--- src/rtl/wb_pkg.sv ---
// Shared Wishbone definitions: cycle type identifiers and the slave FSM state encoding.
package wb_pkg;

  localparam logic [2:0] CTI_CLASSIC = 3'b000;
  localparam logic [2:0] CTI_INCR    = 3'b010;
  localparam logic [2:0] CTI_EOB     = 3'b111;

  typedef logic [1:0] state_t;

  localparam state_t ST_IDLE  = 2'd0;
  localparam state_t ST_WAIT  = 2'd1;
  localparam state_t ST_ACK   = 2'd2;
  localparam state_t ST_BURST = 2'd3;

  function automatic logic is_burst_cti(input logic [2:0] cti);
    return (cti == CTI_INCR) || (cti == CTI_EOB);
  endfunction

endpackage

--- src/rtl/wb_slv_ram.sv ---
// DEPTH x 32 single-port synchronous RAM with per-byte write enables and a registered read.
module wb_slv_ram #(
  parameter int DEPTH = 64,
  parameter int AW    = $clog2(DEPTH)
) (
  input  logic          clk,
  input  logic          we,
  input  logic [3:0]    be,
  input  logic [AW-1:0] addr,
  input  logic [31:0]   wdata,
  output logic [31:0]   rdata
);

  logic [31:0] mem [DEPTH];

  // Read-first: a write cycle returns the word's old contents.
  always_ff @(posedge clk) begin
    if (we) begin
      for (int i = 0; i < 4; i++) begin
        if (be[i]) mem[addr][8*i +: 8] <= wdata[8*i +: 8];
      end
    end
    rdata <= mem[addr];
  end

endmodule

--- src/rtl/wb_burst_slave.sv ---
// Wishbone slave with programmable wait states and zero-bubble incrementing bursts over a word RAM.
// Optional WB_SLV_ERR_EN: out-of-range accesses terminate with ERR instead of ACK.
module wb_burst_slave
  import wb_pkg::*;
#(
  parameter int DEPTH       = 64,
  parameter int WAIT_STATES = 1
) (
  input  logic        sys_clk,
  input  logic        sys_rst,
  input  logic [31:0] wbs_adr_i,
  input  logic [31:0] wbs_dat_i,
  output logic [31:0] wbs_dat_o,
  input  logic [3:0]  wbs_sel_i,
  input  logic [2:0]  wbs_cti_i,
  input  logic        wbs_stb_i,
  input  logic        wbs_cyc_i,
  input  logic        wbs_we_i,
  output logic        wbs_ack_o,
  output logic        wbs_err_o
);

  localparam int          AW        = $clog2(DEPTH);
  localparam logic [AW:0] DEPTH_LIM = (AW+1)'(DEPTH);
  localparam logic [3:0]  WAIT_LOAD = (WAIT_STATES > 0) ? 4'(WAIT_STATES - 1) : 4'd0;

  state_t        state;
  state_t        state_next;
  logic [3:0]    wait_cnt;
  logic [AW-1:0] addr_q;
  logic [AW-1:0] addr_next;
  logic          we_q;
  logic          hi_q;

  logic          req;
  logic [AW-1:0] req_idx;
  logic          req_hi;
  logic          oor;
  logic          beat;
  logic          err_beat;

  logic          ram_we;
  logic [AW-1:0] ram_addr;
  logic [31:0]   ram_rdata;

  logic          unused_adr;

  assign req        = wbs_cyc_i & wbs_stb_i;
  assign req_idx    = wbs_adr_i[AW+1:2];
  assign req_hi     = |wbs_adr_i[31:AW+2];
  assign oor        = hi_q | ({1'b0, addr_q} >= DEPTH_LIM);
  assign unused_adr = ^wbs_adr_i[1:0];

  always_ff @(posedge sys_clk) begin
    if (sys_rst) state <= ST_IDLE;
    else         state <= state_next;
  end

  always_comb begin
    state_next = state;
    case (state)
      ST_IDLE: begin
        if (req) state_next = (WAIT_STATES == 0) ? ST_ACK : ST_WAIT;
      end
      ST_WAIT: begin
        if (!req)               state_next = ST_IDLE;
        else if (wait_cnt == 0) state_next = ST_ACK;
      end
      ST_ACK: begin
        if (beat && !err_beat && (wbs_cti_i == CTI_INCR)) state_next = ST_BURST;
        else                                              state_next = ST_IDLE;
      end
      ST_BURST: begin
        // stb low with cyc held is a pause: hold position and stay in the burst.
        if (!wbs_cyc_i) begin
          state_next = ST_IDLE;
        end else if (wbs_stb_i) begin
          if (!beat || err_beat || (wbs_cti_i == CTI_EOB)) state_next = ST_IDLE;
        end
      end
      default: state_next = ST_IDLE;
    endcase
  end

  always_comb begin
    case (state)
      ST_ACK:   beat = req;
      ST_BURST: beat = req && (wbs_we_i == we_q) && is_burst_cti(wbs_cti_i);
      default:  beat = 1'b0;
    endcase
`ifdef WB_SLV_ERR_EN
    err_beat = beat & oor;
`else
    err_beat = 1'b0;
`endif
    wbs_ack_o = beat & ~err_beat;
    wbs_err_o = err_beat;
    wbs_dat_o = (wbs_ack_o && !we_q && !oor) ? ram_rdata : 32'h0;
  end

  // The RAM is always read at the counter's next value so the following beat's word is ready without a bubble.
  always_comb begin
    addr_next = addr_q;
    if ((state == ST_IDLE) && req) addr_next = req_idx;
    else if (beat)                 addr_next = addr_q + 1'b1;
    ram_we   = beat & we_q & ~oor & ~sys_rst;
    ram_addr = ram_we ? addr_q : addr_next;
  end

  always_ff @(posedge sys_clk) begin
    if (sys_rst) begin
      wait_cnt <= 4'd0;
      addr_q   <= '0;
      we_q     <= 1'b0;
      hi_q     <= 1'b0;
    end else begin
      addr_q <= addr_next;
      if ((state == ST_IDLE) && req) begin
        wait_cnt <= WAIT_LOAD;
        we_q     <= wbs_we_i;
        hi_q     <= req_hi;
      end else if ((state == ST_WAIT) && (wait_cnt != 4'd0)) begin
        wait_cnt <= wait_cnt - 4'd1;
      end
    end
  end

  wb_slv_ram #(
    .DEPTH (DEPTH),
    .AW    (AW)
  ) u_ram (
    .clk   (sys_clk),
    .we    (ram_we),
    .be    (wbs_sel_i),
    .addr  (ram_addr),
    .wdata (wbs_dat_i),
    .rdata (ram_rdata)
  );

endmodule

--- config.mk ---
export PLATFORM = sky130hd
export DESIGN_NAME = wb_burst_slave
export DESIGN_NICKNAME = d
export VERILOG_FILES = /design/src/rtl/wb_pkg.sv /design/src/rtl/wb_slv_ram.sv /design/src/rtl/wb_burst_slave.sv
export SDC_FILE = /design/constraint.sdc
export NUM_CORES = 2
export LEC_CHECK = 0
export ABC_AREA = 1
export BUFFER_PORTS_ARGS = -buffer_cell sky130_fd_sc_hd__clkbuf_2
export CAP_MARGIN = 15
export CORE_ASPECT_RATIO = 0.75
export CORE_UTILIZATION = 33
export CTS_CLUSTER_SIZE = 14
export DETAILED_ROUTE_END_ITERATION = 6
export PLACE_DENSITY_LB_ADDON = 0.3
export SLEW_MARGIN = 20
export SYNTH_ARGS = -nofsm -noshare
export SYNTH_HDL_FRONTEND = slang
export SYNTH_SLANG_ARGS = --single-unit
--- constraint.sdc ---
create_clock -name sys_clk -period 8.57 [get_ports sys_clk]
set_clock_uncertainty 0.15 [all_clocks]
set_input_delay 1.2855 -clock sys_clk [delete_from_list [all_inputs] [get_ports sys_clk]]
set_output_delay 1.2855 -clock sys_clk [all_outputs]
set_load 0.02 [all_outputs]
==> metrics.txt <==
# TYPE chip_impl_metric gauge
chip_impl_info{name="status",value="finished, violations left"} 1
chip_impl_info{name="violations",value="design-rule violations"} 1
chip_impl_metric{name="fin_crit_sh",unit="%"} 65.50
chip_impl_info{name="timing.hold.worst.start",value="wait_cnt[0]"} 1
chip_impl_metric{name="synth_area_per_cell",unit="µm²"} 10.60
chip_impl_metric{name="clock_latency",unit="ps"} 870
chip_impl_info{name="rsz_0062_raised_after_global_routing",value="no"} 1
chip_impl_metric{name="setup_ws",unit="ps"} 2957
chip_impl_metric{name="p_seq_share",unit="%"} 48.0
chip_impl_metric{name="drt_iter0_drc",unit=""} 6828
chip_impl_metric{name="global_route.usage.total",unit="%"} 19.76
chip_impl_info{name="cp-end-kind",value="register"} 1
chip_impl_metric{name="number_of_buffers_added_by_the_clock_tree_synthesis_step",unit=""} 212
chip_impl_metric{name="final_antenna_net_count",unit=""} 0
chip_impl_metric{name="yosysWarningCount",unit=""} 0
chip_impl_info{name="cts_tree",value="built"} 1
chip_impl_metric{name="chipWidth",unit="µm"} 598.8
chip_impl_metric{name="grt_pass1_wl",unit="µm"} 393700
chip_impl_metric{name="final-max-slew-violation-count",unit=""} 0
chip_impl_metric{name="share_comb_of_total_power",unit="%"} 14.5
chip_impl_metric{name="r2r_slack",unit="ps"} 3140
chip_impl_metric{name="first_pass_iteration_count_of_the_detailed_router",unit=""} 7
chip_impl_metric{name="timing_worst_slew_pin_value",unit="ps"} 1257
chip_impl_info{name="synthTopCellsByArea",value="sky130_fd_sc_hd__edfxtp_1 (70%), sky130_fd_sc_hd__nand2_1 (15%), sky130_fd_sc_hd__nand3_1 (5.7%)"} 1
chip_impl_metric{name="synth_top_area_share",unit="%"} 69.76
chip_impl_metric{name="grt_antenna_before_repair",unit=""} 11
chip_impl_metric{name="num_vias",unit=""} 60424
chip_impl_metric{name="power.net_switching",unit="µW"} 6625
chip_impl_metric{name="synth.lib_cells_used.distinct",unit=""} 37
chip_impl_info{name="r2r_start",value="we_q"} 1
chip_impl_metric{name="grt_max_degree",unit=""} 225
chip_impl_metric{name="cts.sink_count",unit=""} 2094
chip_impl_metric{name="min_delay_path_depth",unit=""} 2
chip_impl_metric{name="timing.critical_path.required",unit="ps"} 8900
chip_impl_metric{name="core",unit="µm²"} 264300
chip_impl_metric{name="syn_nets",unit=""} 8393
chip_impl_metric{name="post_cts_resize_count",unit=""} 0
chip_impl_metric{name="globalplace.congestion",unit=""} 0.8136
chip_impl_metric{name="layout.nets",unit=""} 8300
chip_impl_metric{name="core.rowCount",unit=""} 163
chip_impl_metric{name="initial_utilization",unit="%"} 33.35
chip_impl_metric{name="rr_worst_depth",unit=""} 14
chip_impl_metric{name="fraction_of_final_layout_cells_with_drive_strength_greater_than_1",unit="%"} 6.392
chip_impl_metric{name="slew_headroom",unit="%"} 16.02
chip_impl_metric{name="switching_share",unit="%"} 27.92
chip_impl_metric{name="setup_viol",unit=""} 0
chip_impl_metric{name="power_density",unit="nW/µm²"} 241.4
chip_impl_metric{name="die_h",unit="µm"} 449.6
chip_impl_metric{name="port_buffer_cells",unit=""} 106
chip_impl_info{name="min_delay_worst_endpoint",value="wait_cnt[0]"} 1
chip_impl_metric{name="ios",unit=""} 110
chip_impl_info{name="critPathLaunch",value="wbs_cyc_i"} 1
chip_impl_info{name="startpoint_type",value="input pin"} 1
chip_impl_metric{name="synth_seq_cells",unit=""} 2094
chip_impl_metric{name="route.final.wire_length",unit="µm"} 272100
chip_impl_metric{name="fmaxAchievable",unit="GHz"} 0.1781
chip_impl_metric{name="finalPower",unit="µW"} 23730
chip_impl_metric{name="post_cts_buffers",unit=""} 0
chip_impl_metric{name="final.min_clock_period",unit="ps"} 5614
chip_impl_metric{name="critical_path.max_fanout",unit=""} 83
chip_impl_metric{name="htreeDepth",unit=""} 4
chip_impl_info{name="min_path_type",value="reg -> reg"} 1
chip_impl_metric{name="report.final.hold_viol_count",unit=""} 0
chip_impl_metric{name="dpl.cell_count",unit=""} 11554
chip_impl_metric{name="floorplan.die_area",unit="µm²"} 269200
chip_impl_metric{name="drc_errors",unit=""} 67
chip_impl_metric{name="post-dp-hpwl",unit="µm"} 147800
chip_impl_metric{name="tns",unit="ps"} 0
chip_impl_metric{name="routed_wire_length_per_instance",unit="µm"} 22.79
chip_impl_metric{name="synthToLayoutAreaGrowth",unit="%"} 11.50
chip_impl_info{name="ctsRootBufferMaster",value="sky130_fd_sc_hd__clkbuf_16"} 1
chip_impl_metric{name="grt.overflow.total",unit=""} 0
chip_impl_metric{name="syn_inst",unit=""} 8315
chip_impl_info{name="synth_top_cell_by_area",value="sky130_fd_sc_hd__edfxtp_1"} 1
chip_impl_metric{name="routed_via_density",unit=""} 5.061
chip_impl_metric{name="pre_cts_slack",unit="ps"} 2168
chip_impl_metric{name="worstPathArrival",unit="ps"} 5940
chip_impl_metric{name="internal-power",unit="µW"} 17100
chip_impl_metric{name="clkSlewWorstSetupHoldPaths",unit="ps"} 60
chip_impl_metric{name="grt_pass1_vias",unit=""} 57601
chip_impl_info{name="r2r-end",value="u_ram.mem[56][10]"} 1
chip_impl_metric{name="finalNonFillerCells",unit=""} 11939
chip_impl_info{name="crit_type",value="in -> reg"} 1
chip_impl_metric{name="power.static_leakage",unit="µW"} 0.03746
chip_impl_metric{name="clock_power_share",unit="%"} 37.6
chip_impl_metric{name="ir_worst_vdd",unit="V"} 0.0001883
chip_impl_metric{name="cts_buffer_depth",unit=""} 4
chip_impl_metric{name="hold_buffers",unit=""} 0
chip_impl_metric{name="maxCapViolations",unit=""} 0
chip_impl_metric{name="synthesis.area",unit="µm²"} 88150
chip_impl_metric{name="ys_seq_area_share",unit="%"} 70.81
## power groups by stage
| stage | clock [µW] | sequential, µW | combinational, µW |
|---|---|---|---|
| finish | 8920 | 11400 | 3430 |
| global route | 9390 | 11400 | 3750 |
| CTS | 9020 | 11400 | 3400 |
| detailed placement | 0 | 11600 | 3390 |
| global placement | 0 | 11600 | 3380 |
| floorplan | 0 | 11600 | 2030 |
## how the worst max path moves through the flow
stage	endpoint	slack [ps]
2_1_floorplan	wbs_dat_o[10]	4590
3_3_place_gp	u_ram.mem[56][22]	2250
3_5_place_dp	u_ram.mem[62][26]	2170
4_1_cts	u_ram.mem[62][25]	3080
5_1_grt	u_ram.mem[62][30]	2740
6_report	u_ram.mem[56][10]	2960
## Yosys cell counts
cell / n
sky130_fd_sc_hd__a211oi_1: 1
sky130_fd_sc_hd__a21oi_1: 259
sky130_fd_sc_hd__a31oi_1: 2
sky130_fd_sc_hd__buf_1: 51
sky130_fd_sc_hd__buf_2: 200
sky130_fd_sc_hd__buf_4: 39
sky130_fd_sc_hd__buf_6: 7
sky130_fd_sc_hd__clkbuf_1: 204
sky130_fd_sc_hd__clkinv_1: 1
sky130_fd_sc_hd__conb_1: 1
sky130_fd_sc_hd__dfxtp_1: 46
sky130_fd_sc_hd__edfxtp_1: 2048
sky130_fd_sc_hd__ha_1: 2
sky130_fd_sc_hd__inv_1: 149
sky130_fd_sc_hd__inv_2: 9
sky130_fd_sc_hd__inv_4: 2
sky130_fd_sc_hd__nand2_1: 3625
sky130_fd_sc_hd__nand2_2: 5
sky130_fd_sc_hd__nand2_4: 6
sky130_fd_sc_hd__nand3_1: 1006
sky130_fd_sc_hd__nand3_2: 2
sky130_fd_sc_hd__nand4_1: 3
sky130_fd_sc_hd__nor2_1: 560
sky130_fd_sc_hd__nor2_2: 12
sky130_fd_sc_hd__nor2_4: 10
sky130_fd_sc_hd__nor3_1: 1
sky130_fd_sc_hd__nor3b_1: 1
sky130_fd_sc_hd__nor4_1: 7
sky130_fd_sc_hd__o211ai_1: 4
sky130_fd_sc_hd__o21ai_0: 36
sky130_fd_sc_hd__o21ai_1: 5
sky130_fd_sc_hd__o21ai_2: 1
sky130_fd_sc_hd__o221a_2: 1
sky130_fd_sc_hd__o31ai_1: 1
sky130_fd_sc_hd__or2_1: 2
sky130_fd_sc_hd__or2_2: 2
sky130_fd_sc_hd__xor2_1: 4
## placed cells by master (no fill, tap or decap), types with 2 or more instances in the layout
cell type                       n
sky130_fd_sc_hd__clkinv_1      38
sky130_fd_sc_hd__xor2_1         4
sky130_fd_sc_hd__o21ai_0       35
sky130_fd_sc_hd__nor4_1         7
sky130_fd_sc_hd__edfxtp_1    2048
sky130_fd_sc_hd__bufinv_16     11
sky130_fd_sc_hd__nand2_1     3618
sky130_fd_sc_hd__buf_12        17
sky130_fd_sc_hd__inv_1        149
sky130_fd_sc_hd__or2_2          2
sky130_fd_sc_hd__clkbuf_8      10
sky130_fd_sc_hd__dfxtp_1       46
sky130_fd_sc_hd__clkinvlp_4     3
sky130_fd_sc_hd__nand2_4        7
sky130_fd_sc_hd__nand3_2        2
sky130_fd_sc_hd__nand2_2        9
sky130_fd_sc_hd__nor2_1       560
sky130_fd_sc_hd__buf_4         70
sky130_fd_sc_hd__nor2_2         9
sky130_fd_sc_hd__inv_2          8
sky130_fd_sc_hd__nand2_8        2
sky130_fd_sc_hd__nand3_1     1005
sky130_fd_sc_hd__o211ai_1       4
sky130_fd_sc_hd__clkinv_2      36
sky130_fd_sc_hd__clkbuf_1      58
sky130_fd_sc_hd__clkbuf_16    214
sky130_fd_sc_hd__o21ai_1        5
sky130_fd_sc_hd__clkinv_4       2
sky130_fd_sc_hd__nor2_4        13
sky130_fd_sc_hd__nand4_1        3
sky130_fd_sc_hd__clkbuf_2     105
sky130_fd_sc_hd__ha_1           2
sky130_fd_sc_hd__o21ai_4        2
sky130_fd_sc_hd__inv_6          6
sky130_fd_sc_hd__diode_2        6
sky130_fd_sc_hd__or2_1          2
sky130_fd_sc_hd__a31oi_1        2
sky130_fd_sc_hd__a21oi_1      259
## metrics by stage
stage	cell area [µm²]	utilization (%)	hold WS, ps
floorplan	88150	-	308.1
detailed placement	91760	34.72	351.4
global route	98270	37.18	384.1
CTS	98240	37.17	361.7
global placement	91760	34.72	320.0
finish	98290	37.19	357.5
## critical path, cell delays in order
cell,delay (ps)
sky130_fd_sc_hd__clkbuf_2,110
sky130_fd_sc_hd__nand2_2,110
sky130_fd_sc_hd__inv_2,70
sky130_fd_sc_hd__nand2_1,60
sky130_fd_sc_hd__nor2_2,80
sky130_fd_sc_hd__nand2_2,90
sky130_fd_sc_hd__nand2_4,150
sky130_fd_sc_hd__nand2_4,160
sky130_fd_sc_hd__inv_4,270
sky130_fd_sc_hd__nand2_8,390
sky130_fd_sc_hd__nand2_8,620
sky130_fd_sc_hd__inv_6,390
sky130_fd_sc_hd__nor2_4,300
sky130_fd_sc_hd__nand2_1,800
sky130_fd_sc_hd__nor2_1,960
## final cells by class
| type | instances | area, µm² |
|---|---|---|
| clock buffer | 282 | 5710 |
| timing repair buffer | 194 | 1424 |
| antenna | 6 | 15.01 |
| sequential | 2094 | 62420 |
| tap | 3547 | 4438 |
| fill | 25818 | 166000 |
| clock inverter | 96 | 769.5 |
| inverter | 161 | 619.3 |
| multi-input combinational | 5559 | 22890 |
## registers in the layout, summed over array words and instances, names as in the netlist
name / count
we_q: 1
hi_q: 1
u_ram.mem: 2048
addr_q: 6
state: 2
wait_cnt: 4
u_ram.rdata: 32
## logic make-up (layout without fill, tap and decap cells)
family          after synthesis  count (layout)  synth area share [%]
compound gates              310             310                 1.791
buf+inv                     662             733                 3.334
xor+xnor                      4               4               0.03974
fa+ha+maj                     2               2               0.02838
other cells                   1               7              0.004254
flops                      2094            2094                 70.81
simple gates               5242            5242                 23.99
## per-layer routing
metal  vias up  share of wire [%]  global-route usage (%)
met5         -              0.080                       0
met4        24                3.1                   6.174
met3       434                9.2                   4.907
met2      2384                 44                   29.45
met1     29767                 44                   28.18
li1      27815                  -                       -
Note: power is estimated with default switching activity, not from simulation.
